## config.mk

```make
export PLATFORM = sky130hd
export DESIGN_NAME = comm_link_sup
export DESIGN_NICKNAME = d
export VERILOG_FILES = /design/src/rtl/comm_pkg.sv /design/src/rtl/comm_link_sup_rr_arb.sv /design/src/rtl/comm_link_sup.sv
export SDC_FILE = /design/constraint.sdc
export NUM_CORES = 1
export LEC_CHECK = 0
export BUFFER_PORTS_ARGS = -buffer_cell sky130_fd_sc_hd__clkbuf_2
export CORE_MARGIN = 2
export CORE_UTILIZATION = 55
export DETAILED_ROUTE_END_ITERATION = 12
export PLACE_DENSITY = 0.77
export RECOVER_POWER = 50
export SLEW_MARGIN = 20
export SYNTH_ARGS = -nofsm -noshare
export SYNTH_HDL_FRONTEND = slang
export SYNTH_SLANG_ARGS = --single-unit
export TNS_END_PERCENT = 100
```

## constraint.sdc

```tcl
create_clock -name clk_20M -period 6.6 [get_ports clk_20M]
set_input_delay 0.66 -clock clk_20M [delete_from_list [all_inputs] [get_ports clk_20M]]
set_output_delay 0.66 -clock clk_20M [all_outputs]
set_load 0.01 [all_outputs]
```

## src/rtl/comm_pkg.sv

```systemverilog
`default_nettype none
// ==== comm_pkg : shared defaults and FSM encoding for the link supervisor (rev 1.0) ====
package comm_pkg;
  localparam int DEF_CH_NUM    = 4;
  localparam int DEF_ERR_LIMIT = 2;
  localparam int DEF_OK_LIMIT  = 8;
  localparam int DEF_CHK_TO    = 32;

  typedef enum logic [2:0] {
    ST_IDLE   = 3'd0,
    ST_GRANT  = 3'd1,
    ST_START  = 3'd2,
    ST_WAIT   = 3'd3,
    ST_UPDATE = 3'd4
  } state_t;
endpackage
`default_nettype wire

```

## src/rtl/comm_link_sup_rr_arb.sv

```systemverilog
`default_nettype none
// ==== rr_arb : round-robin pick of the first request after the last grant (rev 1.0) ====
module rr_arb #(
  parameter int N = 4,
  parameter int W = 2
) (
  input  logic [N-1:0] req,
  input  logic [W-1:0] last,
  output logic [N-1:0] gnt
);
  logic [W-1:0] idx;
  logic         found;

  always_comb begin
    gnt   = '0;
    found = 1'b0;
    idx   = '0;
    for (int i = 1; i <= N; i++) begin
      idx = W'((int'(last) + i) % N);
      if (!found && req[idx]) begin
        gnt[idx] = 1'b1;
        found    = 1'b1;
      end
    end
  end
endmodule
`default_nettype wire

```

## src/rtl/comm_link_sup.sv

```systemverilog
`default_nettype none
// ==== comm_link_sup : shared frame-checker scheduler and per-channel fault supervisor (rev 1.0) ====
module comm_link_sup
  import comm_pkg::*;
#(
  parameter int CH_NUM    = DEF_CH_NUM,
  parameter int ERR_LIMIT = DEF_ERR_LIMIT,
  parameter int OK_LIMIT  = DEF_OK_LIMIT,
  parameter int CHK_TO    = DEF_CHK_TO,
  localparam int SEL_W    = (CH_NUM > 1) ? $clog2(CH_NUM) : 1
) (
  input  logic              clk_20M,
  input  logic              reset_n,
  input  logic [CH_NUM-1:0] frame_vld,
  output logic [CH_NUM-1:0] frame_ack,
  output logic [SEL_W-1:0]  ch_sel,
  output logic              chk_start,
  input  logic              chk_done,
  input  logic              chk_err,
  input  logic [CH_NUM-1:0] optbrk,
  output logic [CH_NUM-1:0] ch_fault,
  output logic [SEL_W-1:0]  act_ch,
  output logic              link_ok,
  output logic              irq
);
  localparam int EW = $clog2(ERR_LIMIT + 1);
  localparam int OW = $clog2(OK_LIMIT + 1);
  localparam int TW = $clog2(CHK_TO + 1);
  localparam logic [EW-1:0]    ERR_MAX  = EW'(ERR_LIMIT);
  localparam logic [EW-1:0]    ERR_PRE  = EW'(ERR_LIMIT - 1);
  localparam logic [OW-1:0]    OK_PRE   = OW'(OK_LIMIT - 1);
  localparam logic [TW-1:0]    TO_LAST  = TW'(CHK_TO - 1);
  localparam logic [SEL_W-1:0] LAST_RST = SEL_W'(CH_NUM - 1);

  state_t            state, state_nx;
  logic [CH_NUM-1:0] req, gnt, fault_q;
  logic [SEL_W-1:0]  last, gnt_idx, act_nx;
  logic [TW-1:0]     timer;
  logic              res_err, timeout, upd;

  // Broken channels are masked here so their requests stay pending.
  assign req     = frame_vld & ~optbrk;
  assign timeout = (timer == TO_LAST);
  assign upd     = (state == ST_UPDATE);
  assign link_ok = ~&ch_fault;

  rr_arb #(.N(CH_NUM), .W(SEL_W)) u_rr_arb (
    .req  (req),
    .last (last),
    .gnt  (gnt)
  );

  always_comb begin
    gnt_idx = '0;
    for (int i = 0; i < CH_NUM; i++)
      if (gnt[i]) gnt_idx = SEL_W'(i);
  end

  always_ff @(posedge clk_20M or negedge reset_n) begin
    if (!reset_n) state <= ST_IDLE;
    else          state <= state_nx;
  end

  always_comb begin
    state_nx = state;
    case (state)
      ST_IDLE:   if (|req) state_nx = ST_GRANT;
      ST_GRANT:  state_nx = ST_START;
      ST_START:  state_nx = ST_WAIT;
      ST_WAIT:   if (chk_done || timeout) state_nx = ST_UPDATE;
      ST_UPDATE: state_nx = ST_IDLE;
      default:   state_nx = ST_IDLE;
    endcase
  end

  always_comb begin
    frame_ack = '0;
    chk_start = 1'b0;
    if (state == ST_GRANT) frame_ack[ch_sel] = 1'b1;
    if (state == ST_START) chk_start = 1'b1;
  end

  always_ff @(posedge clk_20M or negedge reset_n) begin
    if (!reset_n) begin
      ch_sel  <= '0;
      last    <= LAST_RST;
      timer   <= '0;
      res_err <= 1'b0;
    end else begin
      if (state == ST_IDLE && |req) begin
        ch_sel <= gnt_idx;
        last   <= gnt_idx;
      end
      if (state == ST_WAIT) begin
        timer <= timer + TW'(1);
        if (chk_done)     res_err <= chk_err;
        else if (timeout) res_err <= 1'b1;
      end else begin
        timer <= '0;
      end
    end
  end

  for (genvar i = 0; i < CH_NUM; i++) begin : g_ch
    logic [EW-1:0] err_cnt;
    logic [OW-1:0] ok_cnt;
    logic          fault;
    logic          hit;

    assign hit         = upd && (ch_sel == SEL_W'(i));
    assign ch_fault[i] = fault;

    always_ff @(posedge clk_20M or negedge reset_n) begin
      if (!reset_n) begin
        err_cnt <= '0;
        ok_cnt  <= '0;
        fault   <= 1'b0;
      end else if (optbrk[i]) begin
        err_cnt <= '0;
        ok_cnt  <= '0;
        fault   <= 1'b1;
      end else if (hit) begin
        if (res_err) begin
          ok_cnt <= '0;
          if (err_cnt != ERR_MAX) err_cnt <= err_cnt + EW'(1);
          if (err_cnt >= ERR_PRE) fault <= 1'b1;
        end else begin
          err_cnt <= '0;
          if (fault) begin
            if (ok_cnt >= OK_PRE) begin
              fault  <= 1'b0;
              ok_cnt <= '0;
            end else begin
              ok_cnt <= ok_cnt + OW'(1);
            end
          end
        end
      end
    end
  end

  // Descending scan leaves the lowest fault-free index; all-faulted keeps the old one.
  always_comb begin
    act_nx = act_ch;
    for (int i = CH_NUM - 1; i >= 0; i--)
      if (!ch_fault[i]) act_nx = SEL_W'(i);
  end

  always_ff @(posedge clk_20M or negedge reset_n) begin
    if (!reset_n) begin
      act_ch  <= '0;
      fault_q <= '0;
      irq     <= 1'b0;
    end else begin
      act_ch  <= act_nx;
      fault_q <= ch_fault;
      irq     <= (ch_fault != fault_q);
    end
  end
endmodule
`default_nettype wire

```

==> results of run 1 <==
[cells in the mapped netlist, types with 2 or more instances]
master / n
sky130_fd_sc_hd__nand4_1: 4
sky130_fd_sc_hd__mux2i_1: 2
sky130_fd_sc_hd__o22ai_1: 4
sky130_fd_sc_hd__buf_4: 4
sky130_fd_sc_hd__xnor2_1: 7
sky130_fd_sc_hd__and2_1: 4
sky130_fd_sc_hd__dfrtp_1: 47
sky130_fd_sc_hd__a21boi_1: 2
sky130_fd_sc_hd__a31o_2: 2
sky130_fd_sc_hd__nor2b_1: 5
sky130_fd_sc_hd__nor3_1: 16
sky130_fd_sc_hd__ha_1: 20
sky130_fd_sc_hd__clkbuf_1: 4
sky130_fd_sc_hd__a21oi_1: 25
sky130_fd_sc_hd__nand2b_1: 8
sky130_fd_sc_hd__nand2_1: 25
sky130_fd_sc_hd__or2_2: 2
sky130_fd_sc_hd__a22oi_1: 3
sky130_fd_sc_hd__and3_1: 3
sky130_fd_sc_hd__dfstp_2: 2
sky130_fd_sc_hd__nor2b_2: 2
sky130_fd_sc_hd__inv_1: 24
sky130_fd_sc_hd__nand3_1: 10
sky130_fd_sc_hd__nor2_1: 28
sky130_fd_sc_hd__a31oi_1: 3
sky130_fd_sc_hd__o41ai_1: 2
sky130_fd_sc_hd__o21ai_0: 15
sky130_fd_sc_hd__nor3b_1: 3
sky130_fd_sc_hd__a22o_1: 3
sky130_fd_sc_hd__or3b_2: 2
sky130_fd_sc_hd__mux4_2: 3
[worst max path at each step]
stage	slack, ps	start	to
finish	3920	reset_n	g_ch[2].ok_cnt[1]
global route	3240	reset_n	state[1]
CTS	4050	last[0]	ch_sel[0]
detailed placement	3940	optbrk[1]	ch_sel[0]
global placement	4030	optbrk[1]	ch_sel[0]
floorplan	4240	last[0]	ch_sel[0]
[layout by cell type, fill, tap and decap left out, drive strengths merged, types with 2 or more instances in the layout]
cell type and count:
nor3 16, clkinv 2, nand3 10, dfrtp 47, clkbuf 33, mux4 3
nor2 28, nor2b 7, o21ai 15, ha 20, a21boi 2, nand2b 8
a21oi 25, or3b 2, a22oi 3, a31oi 3, or2 2, dfstp 2
and2 4, mux2i 2, a31o 2, nor3b 3, xnor2 7, nand2 25
inv 24, o22ai 4, and3 3, nand4 4, a22o 3, o41ai 2
[per-layer routing]
layer  vias up  track usage
li1       1100            -
met5         -            0
met2        36        0.343
met3         8       0.0410
met1      1022        0.289
met4         0       0.0702
[area by class of cell]
class	count	area, µm²	share of cell area
clock buffer	6	82.6	0.0269
sequential	49	1230	0.400
clock inverter	2	13.8	0.00448
tap	67	83.8	0.0273
timing repair buffer	27	133	0.0431
multi-input combinational	217	1440	0.469
inverter	24	90.1	0.0293
[sequential cells by signal (all words and copies together) (netlist names), 3 cells and up]
| register | count |
|---|---|
| g_ch.fault | 4 |
| g_ch.err_cnt | 8 |
| fault_q | 4 |
| state | 3 |
| timer | 6 |
| g_ch.ok_cnt | 16 |
[kinds of logic (layout without fill, tap and decap cells)]
kind of cell	Yosys count	after routing
AND/OR/NAND/NOR	116	116
AO/OA/AOI/OAI	67	67
flip-flops	49	49
buffers and inverters	32	59
adder cells (fa/ha/maj)	20	20
XOR/XNOR	8	8
multiplexers	6	6
[metrics by stage]
step	instances	hold WS, ps
finish	392	303
global route	392	335
CTS	392	202
detailed placement	384	478
global placement	384	467
floorplan	298	364
[power by group]
group	switching, mW	internal, mW
sequential	0.0982	0.375
clock	0.0985	0.0850
combinational	0.220	0.176
total	0.416	0.635
==> results.json, run 1 <==
{
  "final_nets": 356,
  "cellPowerDensity_mw_per_mm2": 342,
  "number_of_enable_type_register_cells_in_the_synthesized_netlist": 0,
  "preCtsSetupSlack_ps": 3940,
  "drtPass1Iterations": 4,
  "p_leak_nw": 1.44,
  "first_pass_grt_wire_length_mm": 9.11,
  "finClkSkew_ps": 5.61,
  "number_of_distinct_library_cells_after_synthesis": 45,
  "routed_metal_1_wire_length_mm": 2.60,
  "drt-wirelength-per-cell_um": 13.8,
  "route.vias.total": 2166,
  "period_share": 0.406,
  "detail_route.vias_per_cell": 5.53,
  "final_count_of_negative_setup_slack_endpoints": 0,
  "post_dp_cell_area_mm2": 0.00298,
  "grt.overflow.total": 0,
  "ir_drop_uv": 164,
  "post_cts_buffers": 0,
  "drive_gt1_frac": 0.154,
  "ctsResizeCount": 0,
  "core_area_mm2": 0.00482,
  "clk-insertion-delay-late_ps": 300,
  "die_y_um": 75.4,
  "crit_cells": 2,
  "report.final.hold_viol_count": 0,
  "timing.critical_path.arrival_ps": 2670,
  "slowest_stage": "sky130_fd_sc_hd__clkbuf_1",
  "finalWorstPathRequiredPeriod_ps": 2680,
  "clock_tree_from_tritoncts": "yes",
  "netlist.top_cell.by_area": "sky130_fd_sc_hd__dfrtp_1",
  "regToRegSetupSlack_ps": 4020,
  "postSynth.asyncResetShare": 1.00,
  "worst_setup_path_start_kind": "primary input",
  "track_usage": 0.212,
  "synth-xor-area-share": 0.0250,
  "end_kind": "asynchronous set/reset pin",
  "crit_chain": "clkbuf_1, clkbuf_1",
  "met3_wirelength_um": 165,
  "min-delay-path-class": "primary input to asynchronous set/reset pin",
  "post_synth_instance_area_mm2": 0.00281,
  "met2_length_mm": 2.55,
  "routed_wirelength_mm": 5.40,
  "worst_ep_required_time_ps": 6590,
  "worst_r2r_path_depth": 7,
  "half_perimeter_wire_length_after_detailed_placement_mm": 4.07,
  "setup.worst_path.class": "primary input to asynchronous set/reset pin",
  "gpl.final_weighted_congestion": 0.938,
  "area_fraction_in_compound_gates_after_synthesis": 0.157,
  "placement.io_buffers": 26,
  "initial_core_util": 0.583,
  "route.detailed.drc": 0,
  "drv.max_cap_violation_count": 1,
  "cts_buffers": 5,
  "run_status": "complete, but fails checks",
  "largest_net_degree_at_the_start_of_global_routing": 42,
  "first_global_vias": 1989,
  "io_pins": 27,
  "sum_of_negative_setup_slack_ps": 0,
  "ctsHoldBuffers": 0,
  "slew_viol_final": 42,
  "setup_slack_ps": 3920,
  "numClockSinks": 49,
  "share_of_the_synthesized_area_in_the_top_cell_type": 0.419,
  "ys_dominant_reg_cell": "sky130_fd_sc_hd__dfrtp_1",
  "final.fill_count": 428,
  "final_area_mm2": 0.00307,
  "clockBufferDepth": 2,
  "finalCoreUtilization": 0.638,
  "synthTopCellsByArea": "sky130_fd_sc_hd__dfrtp_1, sky130_fd_sc_hd__ha_1, sky130_fd_sc_hd__a21oi_1",
  "critical_path.reg2reg.endpoint": "ch_sel[0]",
  "fmax_mhz": 374,
  "pnr_total_power_mw": 1.05,
  "path_clk_slew_ps": 90,
  "syn_nets": 330,
  "die_w_um": 75.4,
  "violations": "max-capacitance violations, max-slew violations",
  "fp.dieArea_mm2": 0.00569,
  "worst_slew_pin_tran_ps": 2130,
  "ctsHtreeMaxLevel": 2,
  "avgSynthCellArea_um2": 9.42,
  "ant_nets": 0,
  "crit-reg2reg-launch": "last[0]",
  "grt_antenna_before_repair": 0,
  "top_signal_layer_used": "met4",
  "combinational_family_with_the_most_area_after_synthesis": "simple AND/OR/NAND/NOR gates",
  "post_syn_instances": 298,
  "layout-area-overhead-vs-synth_pct": 9.54,
  "path_buf_inv": 2,
  "worst_path_largest_cell_delay_ps": 1580,
  "site_rows": 25,
  "rsz0062_at_grt": "no",
  "synth_adder_area_share": 0.0892,
  "critPathTopFamily": "buffers and inverters",
  "cts.root.buffer_cell": "sky130_fd_sc_hd__clkbuf_8",
  "synth_mux_area_frac": 0.0352,
  "crit_path_frequent_cell": "sky130_fd_sc_hd__clkbuf_1",
  "ys_ff_latch": 49,
  "synth-seq-area-share": 0.438,
  "max-slew-margin-rel": -0.420,
  "synth.yosys.warnings": 0,
  "dr.first_iter.drc_count": 206,
  "antenna_cells_inserted": 0,
  "synthSimpleGateAreaFrac": 0.208,
  "worstPathMaxFanout": 41
}
Power figures use the tool's default switching activity.
==> run 2, diff against run 1 <==
Clock period 6.6 ns to 2.6 ns, I/O delays scaled along.
==> run 2 against run 1 <==
Net effect: the run now ends clean; register-to-register slack got worse by 3900 ps; hold slack got worse by 91 ps; power rose to 2.5 times the previous value; largest cell class unchanged; largest power group unchanged.
==> results.json, run 2 (same netlist as run 1, synthesis figures left out) <==
{
  "antenna_cells_inserted": 0,
  "fp.dieArea_mm2": 0.00569,
  "ctsResizeCount": 0,
  "final.fill_count": 424,
  "finalWorstPathRequiredPeriod_ps": 2490,
  "grt.overflow.total": 0,
  "regArea_mm2": 0.00123,
  "drt-wirelength-per-cell_um": 13.6,
  "core_area_mm2": 0.00482,
  "detail_route.vias_per_cell": 5.55,
  "worst_setup_path_start_kind": "flip-flop",
  "layout_common_cells": "sky130_fd_sc_hd__dfrtp_1, sky130_fd_sc_hd__nor2_1, sky130_fd_sc_hd__nand2_1, sky130_fd_sc_hd__a21oi_1, sky130_fd_sc_hd__inv_1",
  "end_kind": "flip-flop",
  "track_usage": 0.207,
  "p_leak_nw": 1.44,
  "first_global_vias": 2008,
  "period_share": 0.956,
  "cts.root.buffer_cell": "sky130_fd_sc_hd__clkbuf_8",
  "regToRegSetupSlack_ps": 110,
  "largest_net_degree_at_the_start_of_global_routing": 23,
  "fmax_mhz": 402,
  "clock_tree_from_tritoncts": "yes",
  "startpoint": "last[1]",
  "layout_commonest_cell": "sky130_fd_sc_hd__dfrtp_1",
  "met3_wirelength_um": 156,
  "rsz0062_at_grt": "no",
  "timing.hold.ws_ps": 212,
  "stdcell_count": 397,
  "cts_buffers": 5,
  "max_ffs_per_register": 16,
  "setup.worst_path.class": "flip-flop to flip-flop",
  "placement.io_buffers": 26,
  "die_y_um": 75.4,
  "critical_path.reg2reg.endpoint": "ch_sel[0]",
  "layout-area-overhead-vs-synth_pct": 10.3,
  "routed_wirelength_mm": 5.41,
  "report.final.hold_viol_count": 0,
  "site_rows": 25,
  "cellPowerDensity_mw_per_mm2": 863,
  "die_w_um": 75.4,
  "cp-endpoint": "ch_sel[0]",
  "ctsHtreeMaxLevel": 2,
  "gpl.final_weighted_congestion": 0.871,
  "worst_r2r_path_depth": 7,
  "first_pass_grt_wire_length_mm": 8.91,
  "drv.max_cap_violation_count": 0,
  "timing.critical_path.arrival_ps": 2680,
  "clk-insertion-delay-late_ps": 300,
  "numClockSinks": 49,
  "max-slew-margin-rel": 0.272,
  "worst_ep_required_time_ps": 2800,
  "hold-path-cell-count": 2,
  "sum_of_negative_setup_slack_ps": 0,
  "multi_input_area_mm2": 0.00144,
  "grt_antenna_before_repair": 0,
  "final_nets": 361,
  "final_count_of_negative_setup_slack_endpoints": 0,
  "path_clk_slew_ps": 90,
  "top_register_by_number_of_flip_flops": "g_ch.ok_cnt",
  "initial_core_util": 0.583,
  "drtPass1Iterations": 4,
  "placed_cell_count": 386,
  "top_signal_layer_used": "met4",
  "min-delay-path-class": "primary input to flip-flop",
  "routed_metal_1_wire_length_mm": 2.61,
  "route.vias.total": 2203,
  "drive_gt1_frac": 0.145,
  "largest_registers": "g_ch.ok_cnt: 16 flops, g_ch.err_cnt: 8 flops, timer: 6 flops",
  "route.detailed.drc": 0,
  "worst_slew_pin_tran_ps": 1090,
  "worstPathMaxFanout": 7,
  "crit-reg2reg-launch": "last[1]",
  "ant_nets": 0,
  "pnr_total_power_mw": 2.67,
  "finClkSkew_ps": 3.69,
  "dr.first_iter.drc_count": 94,
  "clockBufferDepth": 2,
  "met2_length_mm": 2.59,
  "half_perimeter_wire_length_after_detailed_placement_mm": 4.08,
  "ir_drop_uv": 378,
  "io_pins": 27,
  "slew_viol_final": 0,
  "run_status": "finished, final reports clean"
}
run 2: final cells by class:
| type | instances | area share |
|---|---|---|
| clock buffer | 7 | 0.0247 |
| clock inverter | 1 | 0.00243 |
| inverter | 24 | 0.0291 |
| multi-input combinational | 217 | 0.466 |
| sequential | 49 | 0.397 |
| tap | 67 | 0.0271 |
| timing repair buffer | 32 | 0.0534 |
run 2: what timing repair did:
action                     in CTS  in global routing
hold endpoints to repair       19                  0
setup endpoints to repair       0                  1
hold buffers                    1                  0
setup buffers                   0                  2
run 2: worst max-delay path, stage by stage (launching register included):
cell                       delay, ps
sky130_fd_sc_hd__dfstp_2         590
sky130_fd_sc_hd__inv_1           130
sky130_fd_sc_hd__ha_1            330
sky130_fd_sc_hd__mux4_2          340
sky130_fd_sc_hd__a221o_1         370
sky130_fd_sc_hd__a211oi_2        220
sky130_fd_sc_hd__a21bo_1         260
sky130_fd_sc_hd__a21boi_1        130
run 2: metal layers:
metal | GRT usage | vias to the layer above
met1 | 0.288 | 1063
met2 | 0.326 | 28
met5 | 0 | -
met4 | 0.0897 | 0
met3 | 0.0304 | 7
li1 | - | 1105
run 2: power by group:
| group | switching [mW] | internal (mW) |
|---|---|---|
| sequential | 0.232 | 0.951 |
| combinational | 0.570 | 0.474 |
| clock | 0.253 | 0.191 |
run 2: metrics by stage:
stage | cell area, µm² | utilization | setup WS (ps)
after floorplan | 2810 | - | 244
after global placement | 3000 | 0.622 | 179
after detailed placement | 3000 | 0.622 | 120
after CTS | 3090 | 0.642 | 100
after global routing | 3090 | 0.642 | 3.47
final | 3090 | 0.642 | 115
run 2: how the worst min path moves through the flow:
stage                 start                 end
global placement    reset_n  g_ch[1].err_cnt[0]
detailed placement  reset_n  g_ch[1].err_cnt[0]
global route        chk_err             res_err
CTS                 chk_err             res_err
finish              chk_err             res_err
floorplan           reset_n           act_ch[0]
==> run 3, diff against run 2 <==
Settings changed: CORE_ASPECT_RATIO set to 1.2.
Clock period 2.6 ns to 2.35 ns, I/O delays scaled along.
==> run 3 against run 2 <==
Net effect: first-iteration DRC count grew 95%; non-clock buffer count is 7 higher; core utilization down 0.43 points; sequential share of layout area shrank 0.73 points; clock skew about the same; register-to-register slack got worse by 20 ps; largest cell class unchanged; critical endpoint unchanged.
==> results.json, run 3 (same netlist as run 1, synthesis figures left out) <==
{
  "max-slew-margin-rel": 0.413,
  "crit-reg2reg-launch": "last[1]",
  "layout-area-overhead-vs-synth_pct": 12.3,
  "startpoint": "last[1]",
  "clk-insertion-delay-late_ps": 300,
  "antenna_cells_inserted": 0,
  "grt_antenna_before_repair": 0,
  "final_count_of_negative_setup_slack_endpoints": 0,
  "detail_route.vias_per_cell": 5.65,
  "period_share": 0.959,
  "path_clk_slew_ps": 90,
  "worst_slew_pin_tran_ps": 881,
  "io_pins": 27,
  "initial_core_util": 0.568,
  "drv.max_cap_violation_count": 0,
  "sum_of_negative_setup_slack_ps": 0,
  "worst_ep_required_time_ps": 2540,
  "site_rows": 28,
  "placed_cell_count": 386,
  "p_leak_nw": 1.47,
  "first_global_vias": 2126,
  "stdcell_count": 397,
  "grt.overflow.total": 0,
  "final_nets": 368,
  "cellPowerDensity_mw_per_mm2": 964,
  "route.detailed.drc": 0,
  "core_area_mm2": 0.00494,
  "placement.io_buffers": 26,
  "finalWorstPathRequiredPeriod_ps": 2250,
  "top_register_by_number_of_flip_flops": "g_ch.ok_cnt",
  "finClkSkew_ps": 3.99,
  "layout_common_cells": "sky130_fd_sc_hd__dfrtp_1, sky130_fd_sc_hd__nor2_1, sky130_fd_sc_hd__nand2_1, sky130_fd_sc_hd__a21oi_1",
  "timing.critical_path.arrival_ps": 2440,
  "clockBufferDepth": 2,
  "largest_net_degree_at_the_start_of_global_routing": 23,
  "final.fill_count": 415,
  "drt-wirelength-per-cell_um": 14.1,
  "layout_commonest_cell": "sky130_fd_sc_hd__dfrtp_1",
  "rsz0062_at_grt": "no",
  "worst_r2r_path_depth": 7,
  "cts.root.buffer_cell": "sky130_fd_sc_hd__clkbuf_8",
  "die_w_um": 69.2,
  "drtPass1Iterations": 4,
  "end_kind": "flip-flop",
  "slew_viol_final": 0,
  "setup.worst_path.class": "flip-flop to flip-flop",
  "report.final.hold_viol_count": 0,
  "ctsHtreeMaxLevel": 2,
  "cts_buffers": 5,
  "gpl.final_weighted_congestion": 0.955,
  "half_perimeter_wire_length_after_detailed_placement_mm": 4.24,
  "ant_nets": 0,
  "track_usage": 0.210,
  "clock_tree_from_tritoncts": "yes",
  "fp.dieArea_mm2": 0.00569,
  "dr.first_iter.drc_count": 183,
  "worst_setup_path_start_kind": "flip-flop",
  "numClockSinks": 49,
  "ir_drop_uv": 501,
  "route.vias.total": 2245,
  "max_ffs_per_register": 16,
  "routed_wirelength_mm": 5.60,
  "first_pass_grt_wire_length_mm": 9.50,
  "worstPathMaxFanout": 4,
  "run_status": "finished, final reports clean",
  "min-delay-path-class": "primary input to flip-flop",
  "die_y_um": 82.3,
  "hold_path_startpoint": "chk_err",
  "largest_registers": "g_ch.ok_cnt: 16 flops, g_ch.err_cnt: 8 flops, timer: 6 flops",
  "drive_gt1_frac": 0.172,
  "hold-path-cell-count": 2,
  "fmax_mhz": 444
}
-- run 3: through the flow --
| stage | setup WS [ps] | power, mW | cell area (µm²) | hold WS (ps) | util |
|---|---|---|---|---|---|
| floorplan | 34.0 | 2.13 | 2810 | -60.6 | - |
| global placement | 132 | 2.47 | 3040 | 130 | 0.616 |
| detailed placement | 81.3 | 2.52 | 3040 | 138 | 0.616 |
| CTS | 59.3 | 3.01 | 3140 | 171 | 0.635 |
| global route | 11.1 | 3.29 | 3150 | 167 | 0.638 |
| finish | 96.2 | 3.04 | 3150 | 174 | 0.638 |
-- run 3: final cells by class --
class	instances	area [µm²]	share of cell area
inverters	24	90.1	0.0286
flip-flops and latches	49	1230	0.390
clock inverters	1	7.51	0.00238
repair buffers	39	219	0.0695
clock buffers	7	76.3	0.0242
well taps	60	75.1	0.0238
multi-input cells	217	1460	0.462
-- run 3: where the power goes --
part / total [mW] / switching (mW) / internal, mW
clock: 0.498 / 0.286 / 0.211
sequential: 1.29 / 0.238 / 1.05
combinational: 1.25 / 0.672 / 0.578
total: 3.04 / 1.20 / 1.84
-- run 3: repair_timing --
item / in CTS / in global routing
setup buffers: 0 / 2
endpoints found under the hold margin: 10 / 0
hold buffers: 1 / 0
setup endpoints to repair: 0 / 2
resized for setup: 0 / 1
-- run 3: per-layer routing --
metal  global-route usage  share of wire  vias to the layer above  wire length [µm]
li1                     -              -                     1120                 -
met1                0.253           0.44                     1065              2490
met2                0.381           0.50                       50              2820
met3               0.0388          0.034                       10               193
met4               0.0725          0.018                        0               103
met5                    0              0                        -                 0
-- run 3: worst paths after layout --
kind,to,slack (ps)
worst min register to register,timer[0],490
worst max-delay path,ch_sel[0],100
worst min-delay path,res_err,170
max in group asynchronous,g_ch[2].err_cnt[0],670
min in group asynchronous,g_ch[0].err_cnt[0],460
worst max register to register,ch_sel[0],100
-- run 3: critical path: stages (launching register included) --
cell                       delay [ps]
sky130_fd_sc_hd__dfstp_2          540
sky130_fd_sc_hd__inv_1             70
sky130_fd_sc_hd__ha_4             270
sky130_fd_sc_hd__mux4_2           320
sky130_fd_sc_hd__a221o_1          340
sky130_fd_sc_hd__a211oi_2         230
sky130_fd_sc_hd__a21bo_1          250
sky130_fd_sc_hd__a21boi_1         120
